$ cat src/rtl/rat_io_hub.sv
`default_nettype none
// ============================================================================
// Module   : rat_io_hub
// Purpose  : I/O hub between the RAT MCU and the board I/O. It provides:
//            - an MCU clock-enable divider (MCU_CE, one CLK wide, every DIV);
//            - N_IN input ports, each passed through a two-flop synchroniser
//              and read back through a combinational PORT_ID read mux;
//            - N_OUT output registers written on MCU_CE & IO_STRB;
//            - a debounced button that raises a latched interrupt (INTR),
//              cleared by a write to ACK_ID.
// Ports    : CLK      in   system clock
//            RST_N    in   asynchronous active-low reset
//            MCU_CE   out  MCU clock enable
//            PORT_ID  in   MCU port address (8 bits)
//            OUT_PORT in   MCU write data (WIDTH)
//            IO_STRB  in   MCU write strobe
//            IN_PORT  out  MCU read data (WIDTH)
//            IN_DATA  in   external inputs, port k = [k*WIDTH +: WIDTH]
//            OUT_DATA out  output registers, reg k = [k*WIDTH +: WIDTH]
//            BTN      in   raw asynchronous button
//            INTR     out  level interrupt, held until acknowledged
// Config   : RAT_IO_READBACK_EN - when defined, IN_PORT also returns the
//            output registers at OUT_BASE+k and {0.., pending} at ACK_ID.
// Revision : 1.0 - initial release
// ============================================================================
module rat_io_hub #(
  parameter int         WIDTH    = 8,
  parameter int         N_IN     = 4,
  parameter int         N_OUT    = 4,
  parameter logic [7:0] IN_BASE  = 8'h20,
  parameter logic [7:0] OUT_BASE = 8'h40,
  parameter logic [7:0] ACK_ID   = 8'hF0,
  parameter int         DIV      = 2,
  parameter int         DEB_CYC  = 16
) (
  input  logic                   CLK,
  input  logic                   RST_N,
  output logic                   MCU_CE,
  input  logic [7:0]             PORT_ID,
  input  logic [WIDTH-1:0]       OUT_PORT,
  input  logic                   IO_STRB,
  output logic [WIDTH-1:0]       IN_PORT,
  input  logic [N_IN*WIDTH-1:0]  IN_DATA,
  output logic [N_OUT*WIDTH-1:0] OUT_DATA,
  input  logic                   BTN,
  output logic                   INTR
);

  // Divider counter needs at least one bit even when DIV==1.
  localparam int c_div_w = (DIV > 1) ? $clog2(DIV) : 1;
  localparam logic [c_div_w-1:0] c_div_last = c_div_w'(DIV - 1);

  // DEB_CYC-1 always fits in clog2(DEB_CYC) bits for DEB_CYC >= 2.
  localparam int c_deb_w = $clog2(DEB_CYC);
  localparam logic [c_deb_w-1:0] c_deb_last = c_deb_w'(DEB_CYC - 1);

  typedef enum logic [1:0] {
    ST_LO      = 2'd0,
    ST_WAIT_HI = 2'd1,
    ST_HI      = 2'd2,
    ST_WAIT_LO = 2'd3
  } deb_state_t;

  logic [c_div_w-1:0]      r_div_cnt;
  logic                    r_mcu_ce;
  logic                    w_wr;

  logic [N_IN*WIDTH-1:0]   r_in_s1;
  logic [N_IN*WIDTH-1:0]   r_in_s2;
  logic                    r_btn_s1;
  logic                    r_btn_s2;

  logic [WIDTH-1:0]        r_regs [N_OUT];
  logic [WIDTH-1:0]        w_rd;

  deb_state_t              r_deb_state;
  deb_state_t              w_deb_state_nx;
  logic [c_deb_w-1:0]      r_deb_cnt;
  logic [c_deb_w-1:0]      w_deb_cnt_nx;
  logic                    w_rise;
  logic                    r_rise;
  logic                    r_pending;

  // --------------------------------------------------------------------------
  // MCU clock-enable divider. MCU_CE is registered so it is high during the
  // cycle that follows count==DIV-1.
  // --------------------------------------------------------------------------
  always_ff @(posedge CLK or negedge RST_N) begin
    if (!RST_N) begin
      r_div_cnt <= '0;
      r_mcu_ce  <= 1'b0;
    end else if (r_div_cnt == c_div_last) begin
      r_div_cnt <= '0;
      r_mcu_ce  <= 1'b1;
    end else begin
      r_div_cnt <= r_div_cnt + 1'b1;
      r_mcu_ce  <= 1'b0;
    end
  end

  assign MCU_CE = r_mcu_ce;

  // One write per MCU cycle: the strobe only counts while the enable is high.
  assign w_wr = r_mcu_ce & IO_STRB;

  // --------------------------------------------------------------------------
  // Two-flop synchronisers for every external input bit and the button.
  // --------------------------------------------------------------------------
  always_ff @(posedge CLK or negedge RST_N) begin
    if (!RST_N) begin
      r_in_s1  <= '0;
      r_in_s2  <= '0;
      r_btn_s1 <= 1'b0;
      r_btn_s2 <= 1'b0;
    end else begin
      r_in_s1  <= IN_DATA;
      r_in_s2  <= r_in_s1;
      r_btn_s1 <= BTN;
      r_btn_s2 <= r_btn_s1;
    end
  end

  // --------------------------------------------------------------------------
  // Output registers.
  // --------------------------------------------------------------------------
  always_ff @(posedge CLK or negedge RST_N) begin
    if (!RST_N) begin
      for (int k = 0; k < N_OUT; k++) begin
        r_regs[k] <= '0;
      end
    end else begin
      for (int k = 0; k < N_OUT; k++) begin
        if (w_wr && (PORT_ID == 8'(OUT_BASE + k))) begin
          r_regs[k] <= OUT_PORT;
        end
      end
    end
  end

  genvar gk;
  generate
    for (gk = 0; gk < N_OUT; gk++) begin : g_out_pack
      assign OUT_DATA[gk*WIDTH +: WIDTH] = r_regs[gk];
    end
  endgenerate

  // --------------------------------------------------------------------------
  // Combinational read mux. Unmapped IDs read as zero.
  // --------------------------------------------------------------------------
  always_comb begin
    w_rd = '0;
    for (int k = 0; k < N_IN; k++) begin
      if (PORT_ID == 8'(IN_BASE + k)) begin
        w_rd = r_in_s2[k*WIDTH +: WIDTH];
      end
    end
`ifdef RAT_IO_READBACK_EN
    for (int k = 0; k < N_OUT; k++) begin
      if (PORT_ID == 8'(OUT_BASE + k)) begin
        w_rd = r_regs[k];
      end
    end
    if (PORT_ID == ACK_ID) begin
      w_rd = WIDTH'(r_pending);
    end
`endif
  end

  assign IN_PORT = w_rd;

  // --------------------------------------------------------------------------
  // Button debounce. A level change is accepted only after DEB_CYC
  // consecutive samples at the new level; any bounce back restarts from the
  // old stable state. Only an accepted press produces an event.
  // --------------------------------------------------------------------------
  always_ff @(posedge CLK or negedge RST_N) begin
    if (!RST_N) begin
      r_deb_state <= ST_LO;
      r_deb_cnt   <= '0;
      r_rise      <= 1'b0;
    end else begin
      r_deb_state <= w_deb_state_nx;
      r_deb_cnt   <= w_deb_cnt_nx;
      r_rise      <= w_rise;
    end
  end

  always_comb begin
    w_deb_state_nx = r_deb_state;
    w_deb_cnt_nx   = r_deb_cnt;
    w_rise         = 1'b0;
    case (r_deb_state)
      ST_LO: begin
        if (r_btn_s2) begin
          w_deb_state_nx = ST_WAIT_HI;
          w_deb_cnt_nx   = c_deb_w'(1);
        end
      end
      ST_WAIT_HI: begin
        if (!r_btn_s2) begin
          w_deb_state_nx = ST_LO;
          w_deb_cnt_nx   = '0;
        end else if (r_deb_cnt == c_deb_last) begin
          w_deb_state_nx = ST_HI;
          w_deb_cnt_nx   = '0;
          w_rise         = 1'b1;
        end else begin
          w_deb_cnt_nx   = r_deb_cnt + 1'b1;
        end
      end
      ST_HI: begin
        if (!r_btn_s2) begin
          w_deb_state_nx = ST_WAIT_LO;
          w_deb_cnt_nx   = c_deb_w'(1);
        end
      end
      ST_WAIT_LO: begin
        if (r_btn_s2) begin
          w_deb_state_nx = ST_HI;
          w_deb_cnt_nx   = '0;
        end else if (r_deb_cnt == c_deb_last) begin
          w_deb_state_nx = ST_LO;
          w_deb_cnt_nx   = '0;
        end else begin
          w_deb_cnt_nx   = r_deb_cnt + 1'b1;
        end
      end
      default: begin
        w_deb_state_nx = ST_LO;
        w_deb_cnt_nx   = '0;
      end
    endcase
  end

  // --------------------------------------------------------------------------
  // Interrupt latch. A press event takes priority over a same-cycle
  // acknowledge so that no press is ever lost; repeated presses merge.
  // --------------------------------------------------------------------------
  always_ff @(posedge CLK or negedge RST_N) begin
    if (!RST_N) begin
      r_pending <= 1'b0;
    end else if (r_rise) begin
      r_pending <= 1'b1;
    end else if (w_wr && (PORT_ID == ACK_ID)) begin
      r_pending <= 1'b0;
    end
  end

  assign INTR = r_pending;

endmodule
`default_nettype wire
$ cat config.mk
export PLATFORM = sky130hd
export DESIGN_NAME = rat_io_hub
export DESIGN_NICKNAME = d
export VERILOG_FILES = /design/src/rtl/rat_io_hub.sv
export SDC_FILE = /design/constraint.sdc
export NUM_CORES = 1
export LEC_CHECK = 0
export CAP_MARGIN = 10
export CORE_ASPECT_RATIO = 1.2
export CORE_UTILIZATION = 48
export DETAILED_ROUTE_END_ITERATION = 12
export PLACE_DENSITY = 0.86
export SETUP_SLACK_MARGIN = 0.2
export SLEW_MARGIN = 20
export SYNTH_ARGS = -nofsm -noshare
export SYNTH_HDL_FRONTEND = slang
export SYNTH_SLANG_ARGS = --single-unit
$ cat constraint.sdc
create_clock -name CLK -period 1.7 [get_ports CLK]
set_input_delay 0.34 -clock CLK [delete_from_list [all_inputs] [get_ports CLK]]
set_output_delay 0.34 -clock CLK [all_outputs]
set_load 0.02 [all_outputs]
# --- Word-level counts from Yosys, hierarchy flattened ---
# Cells that the tools add are included.
# W data, S select, Z words.
totals:
  elab_cells: 67
  in_bits: 52
  register_bits: 108
  output_inout_bits: 42
op_classes:
  n_mux: 24
  reduce_logical: 9
  n_eq_ne: 17
  n_bitwise: 1
  addsub: 2
ops:
  columns: ["operator", "n"]
  rows:
  - ["$eq A8 B6 Y1 const B", 4]
  - ["$eq A8 B7 Y1 const B", 4]
  - ["$mux W8", 4]
  - ["$mux W4", 5]
  - ["$pmux W4 S4", 1]
  - ["$mux W2", 6]
  - ["$eq A8 B8 Y1 const B", 1]
  - ["$pmux W2 S4", 1]
  - ["$mux W1", 7]
  - ["$ne A3 B3 Y1 const B", 2]
  - ["$logic_and A1 B1 Y1", 5]
  - ["$add A4 B1 Y4 const B", 1]
  - ["$eq A2 B2 Y1 const B", 2]
  - ["$eq A4 B4 Y1 const B", 1]
  - ["$ne A2 B2 Y1 const B", 2]
  - ["$reduce_and A4 Y1", 1]
  - ["$eq A2 B1 Y1 const B", 1]
  - ["$logic_not A2 Y1", 1]
  - ["$reduce_and A2 Y1", 1]
  - ["$reduce_bool A2 Y1", 1]
  - ["$add A1 B1 Y1 const B", 1]
  - ["$and A1 B1 Y1", 1]

# --- Logic depth before layout (Yosys ltp) ---
logic_depth:
  depth_word: 5
  depth_mapped: 6
  mapped_depth_nobuf: 5

# --- Least setup slack after synthesis ---
# OpenSTA, ideal clock, no wires.
synth_timing:
  path_kind: "in2out"
  from: "input port PORT_ID[4]"
  to: "output port IN_PORT[0]"
  slack_ns: -0.129
  t_arrival_ns: 1.489
  path_stages: 3
  path_buffers: 1
  required_time_ns: 1.360
  cell_sequence: "or4b_2 > clkbuf_1 > nor2_1"
synth_via:
  elab_chain_len: 5
  elab_cells_between_ends: 8
  cone_classes: "eq/ne (4); mux (4)"
synth_rtl:
  columns: ["element", "line", "text"]
  rows:
  - ["start, declared", "39", "input logic [7:0] PORT_ID,"]
  - ["$eq A8 B6 Y1", "153", "if (PORT_ID == 8'(IN_BASE + k)) begin"]
  - ["$mux W8 (3 in a row)", "153", null]
  - ["$mux W8 (*)", "153", null]
  - ["end, declared", "42", "output logic [WIDTH-1:0] IN_PORT,"]
# Mark *: on every way between the ends. The rest lies on a longest branch, timed or not.

# --- Worst setup path in the final report ---
layout_timing:
  from: "input port PORT_ID[7]"
  to: "output port IN_PORT[5]"
# Same word-level chain as after synthesis.

==> flow_summary_export.csv <==
group,metric,value,unit
setup_path,cp-end-kind,"primary output",
sta,post-route-period-util,104,%
routing,drc,0,
setup_path,required,1.36,ns
sta,grt_setup_unrepaired,"true",
sta,setup_viol,8,
placed_design,port_buffers,93,
finish,final_cell_mix,"107 x dfrtp_1, 41 x clkdlybuf4s50_1, 35 x dlygate4sd2_1",
cts,cts_buffer_depth,2,
setup_path,reg2reg_slack,0.15,ns
floorplanning,die_w,81.5,µm
routing,vias,2329,
yosys,synth_compound_area_share,5.49,%
finish,post-route-cell-area,5400,µm²
floorplanning,start_util,49.8,%
setup_path,crit_fanout,4,
finish,fin_nets,424,
floorplanning,coreArea,7320,µm²
cts,path_clk_slew,0.09,ns
yosys,synthMuxAreaShare,10.2,%
yosys,synth.distinct_cells,26,
worst_hold_path,hold_path.class,"register to register",
cts,clockRootBuffer,"clkbuf_8",
grt,gr-usage-all-layers,20.8,%
yosys,synth_nets,297,
setup_path,arrival,1.43,ns
setup_path,critical_path_class,"input port to primary output",
routing,drtIter0Drc,107,
sta,worstMarginPinSlew,0.333,ns
floorplanning,row_count,34,
sta,max_freq,0.566,GHz
routing,wire_per_inst,15.7,µm
setup_path,worstReg2RegEnd,"OUT_DATA[11]$_DFFE_PN0P_",
cts,cts_tree,"done",
pwr,ir_worst_vdd,753,µV
placed_design,place.gp.congestion,0.898,
yosys,yosysWarnings,0,
yosys,ys_ff_latch,108,
run,drv_cap,0,
yosys,syn_area,3640,µm²
sta,relSlewSlack,77.7,%
pwr,leakagePower,2.66,nW
worst_hold_path,hold_path_startpoint,"r_in_s1[3]$_DFF_PN0_",
finish,antenna_cells,0,
sta,tns,-0.352,ns
setup_path,rr_worst_depth,5,
sta,fin_ws,-0.0664,ns
grt,grt_pass1_vias,2427,
sta,hold_violations,0,
yosys,synth.avg_cell_area,14.9,µm²
sta,finalHoldWorstSlack,0.354,ns
yosys,yosys.area_share.adder,0.343,%
floorplanning,dieArea,7940,µm²
yosys,synth_seq_area_share,74.2,%
grt,grt_start_max_net_pins,54,
outcome,status,"finished, violations left",
placed_design,pre_cts_slack,-0.862,ns
worst_hold_path,hold_depth,0,
placed_design,placedInstanceArea,4910,µm²
floorplanning,io_pins,94,
sta,slew_violations,0,
finish,drive_gt1_share,34.0,%
sta,finalCriticalPeriod,1.77,ns
finish,syn_to_final_growth,48.1,%
cts,clk_latency,0.36,ns
cts,htreeDepth,3,
setup_path,r2r-start,"MCU_CE$_DFF_PN0_",
grt,grt_pass1_wl,11900,µm
outcome,failed_checks,"negative setup slack",
cts,numCtsBuffers,9,
grt,antenna_found_initial,0,
floorplanning,dieHeight,97.4,µm
setup_path,start_kind,"input port",
placed_design,hpwl,4930,µm
routing,postRouteWirelength,7300,µm
placed_design,placed_cells,440,
routing,drt-pass1-iter-count,4,
finish,final_common_cell,"dfrtp_1",
yosys,synth-xor-area-share,0.721,%
finish,finalNonFillerCells,466,
routing,postRouteAntennaNets,0,
pwr,p_per_area,864,nW/µm²
yosys,synth_top_family_by_area,"multiplexers",
worst_hold_path,hold-path-endpoint,"r_in_s2[3]$_DFF_PN0_",
grt,overflow,0,
yosys,yosys.area_share.simple,7.18,%
sta,skew,0.0128,ns
yosys,syn_inst,244,
routing,viasPerCell,5.00,
cts,cts.sinks,108,
[sequential cells by signal, summed over array words and instances, names as in the netlist, named ones only]
signal,flops
OUT_DATA,32
r_in_s1,32
r_in_s2,32
r_deb_cnt,4
INTR,1
MCU_CE,1
r_btn_s1,1
r_btn_s2,1
r_deb_state,1
r_div_cnt,1
r_rise,1
[layer usage]
metal / share of wire (%) / vias up / GRT usage, %
li1: - / 1088 / -
met1: 38 / 1140 / 24.3
met2: 53 / 81 / 33.8
met3: 5.7 / 20 / 6.57
met4: 3.3 / 0 / 10.6
met5: 0 / - / 0
[cells in the mapped netlist]
library cell / instances / area (µm²)
and2_1: 1 / 6.26
dfrtp_1: 108 / 2700
clkbuf_1: 4 / 15.0
ha_1: 1 / 12.5
a21o_1: 2 / 15.0
nor4_4: 1 / 21.3
o22ai_1: 1 / 6.26
xor2_1: 2 / 17.5
a32oi_1: 8 / 70.1
a31o_2: 1 / 8.76
and3_1: 1 / 6.26
nand3_2: 1 / 10.0
nand4b_2: 2 / 30.0
or4b_2: 1 / 10.0
nand4_1: 1 / 6.26
nor2_1: 21 / 78.8
inv_1: 9 / 33.8
nand2_1: 13 / 48.8
nand3_1: 6 / 30.0
xnor2_1: 1 / 8.76
nor3b_1: 1 / 7.51
a21oi_1: 2 / 10.0
buf_2: 4 / 20.0
nand2_2: 1 / 6.26
o21ai_0: 18 / 90.1
mux2_2: 33 / 372
[area by class of cell]
type	instances	area, µm²
tap	90	113
fill	470	1920
timing repair buffer	124	1200
inverter	9	33.8
multi-input combinational	119	1150
sequential	108	2700
clock buffer	11	131
clock inverter	5	60.1
[power by group]
| group | switching, mW | internal, mW | leakage [nW] |
|---|---|---|---|
| Combinational | 0.216 | 0.238 | 1.22 |
| Sequential | 0.0513 | 2.67 | 1.34 |
| Clock | 0.793 | 0.688 | 0.0939 |
| Total | 1.06 | 3.60 | 2.66 |
[logic make-up after synthesis]
group | Yosys count
muxes | 33
xor gates and xnor gates | 3
buffers and inverters | 17
DFF | 108
AOI/OAI and AO/OA | 32
and+or+nand+nor | 50
adders and majority gates | 1
[worst max-delay path by stage]
stage                         startpoint    endpoint  slack, ns  cells after the start
finish                        PORT_ID[7]  IN_PORT[5]      -0.07                      5
global placement              PORT_ID[1]  IN_PORT[7]      -0.84                      7
detailed placement            PORT_ID[4]  IN_PORT[1]      -0.86                      4
CTS                 r_in_s2[6]$_DFF_PN0_  IN_PORT[6]      -0.06                      6
global route        r_in_s2[6]$_DFF_PN0_  IN_PORT[6]      -0.16                      6
floorplan                     PORT_ID[3]  IN_PORT[0]       0.12                      5
[metrics by stage]
stage / util, % / power, mW
2_1_floorplan: - / 2.89
3_3_place_gp: 67.1 / 3.15
3_5_place_dp: 67.1 / 3.17
4_1_cts: 72.6 / 4.68
5_1_grt: 73.7 / 4.86
6_report: 73.7 / 4.66
[worst max-delay path, stage by stage]
cell,delay [ns]
buf_6,0.09
or4b_4,0.58
buf_4,0.18
nor2_4,0.11
buf_6,0.12
[repair_timing]
action,CTS,global route
gates cloned,1,0
gates resized for setup,152,29
buffers inserted,8,0
hold buffers,1,0
pin swaps,17,15
setup endpoints to repair,74,32
endpoints found under the hold margin,24,0
Note: power is estimated with default switching activity, not from simulation.
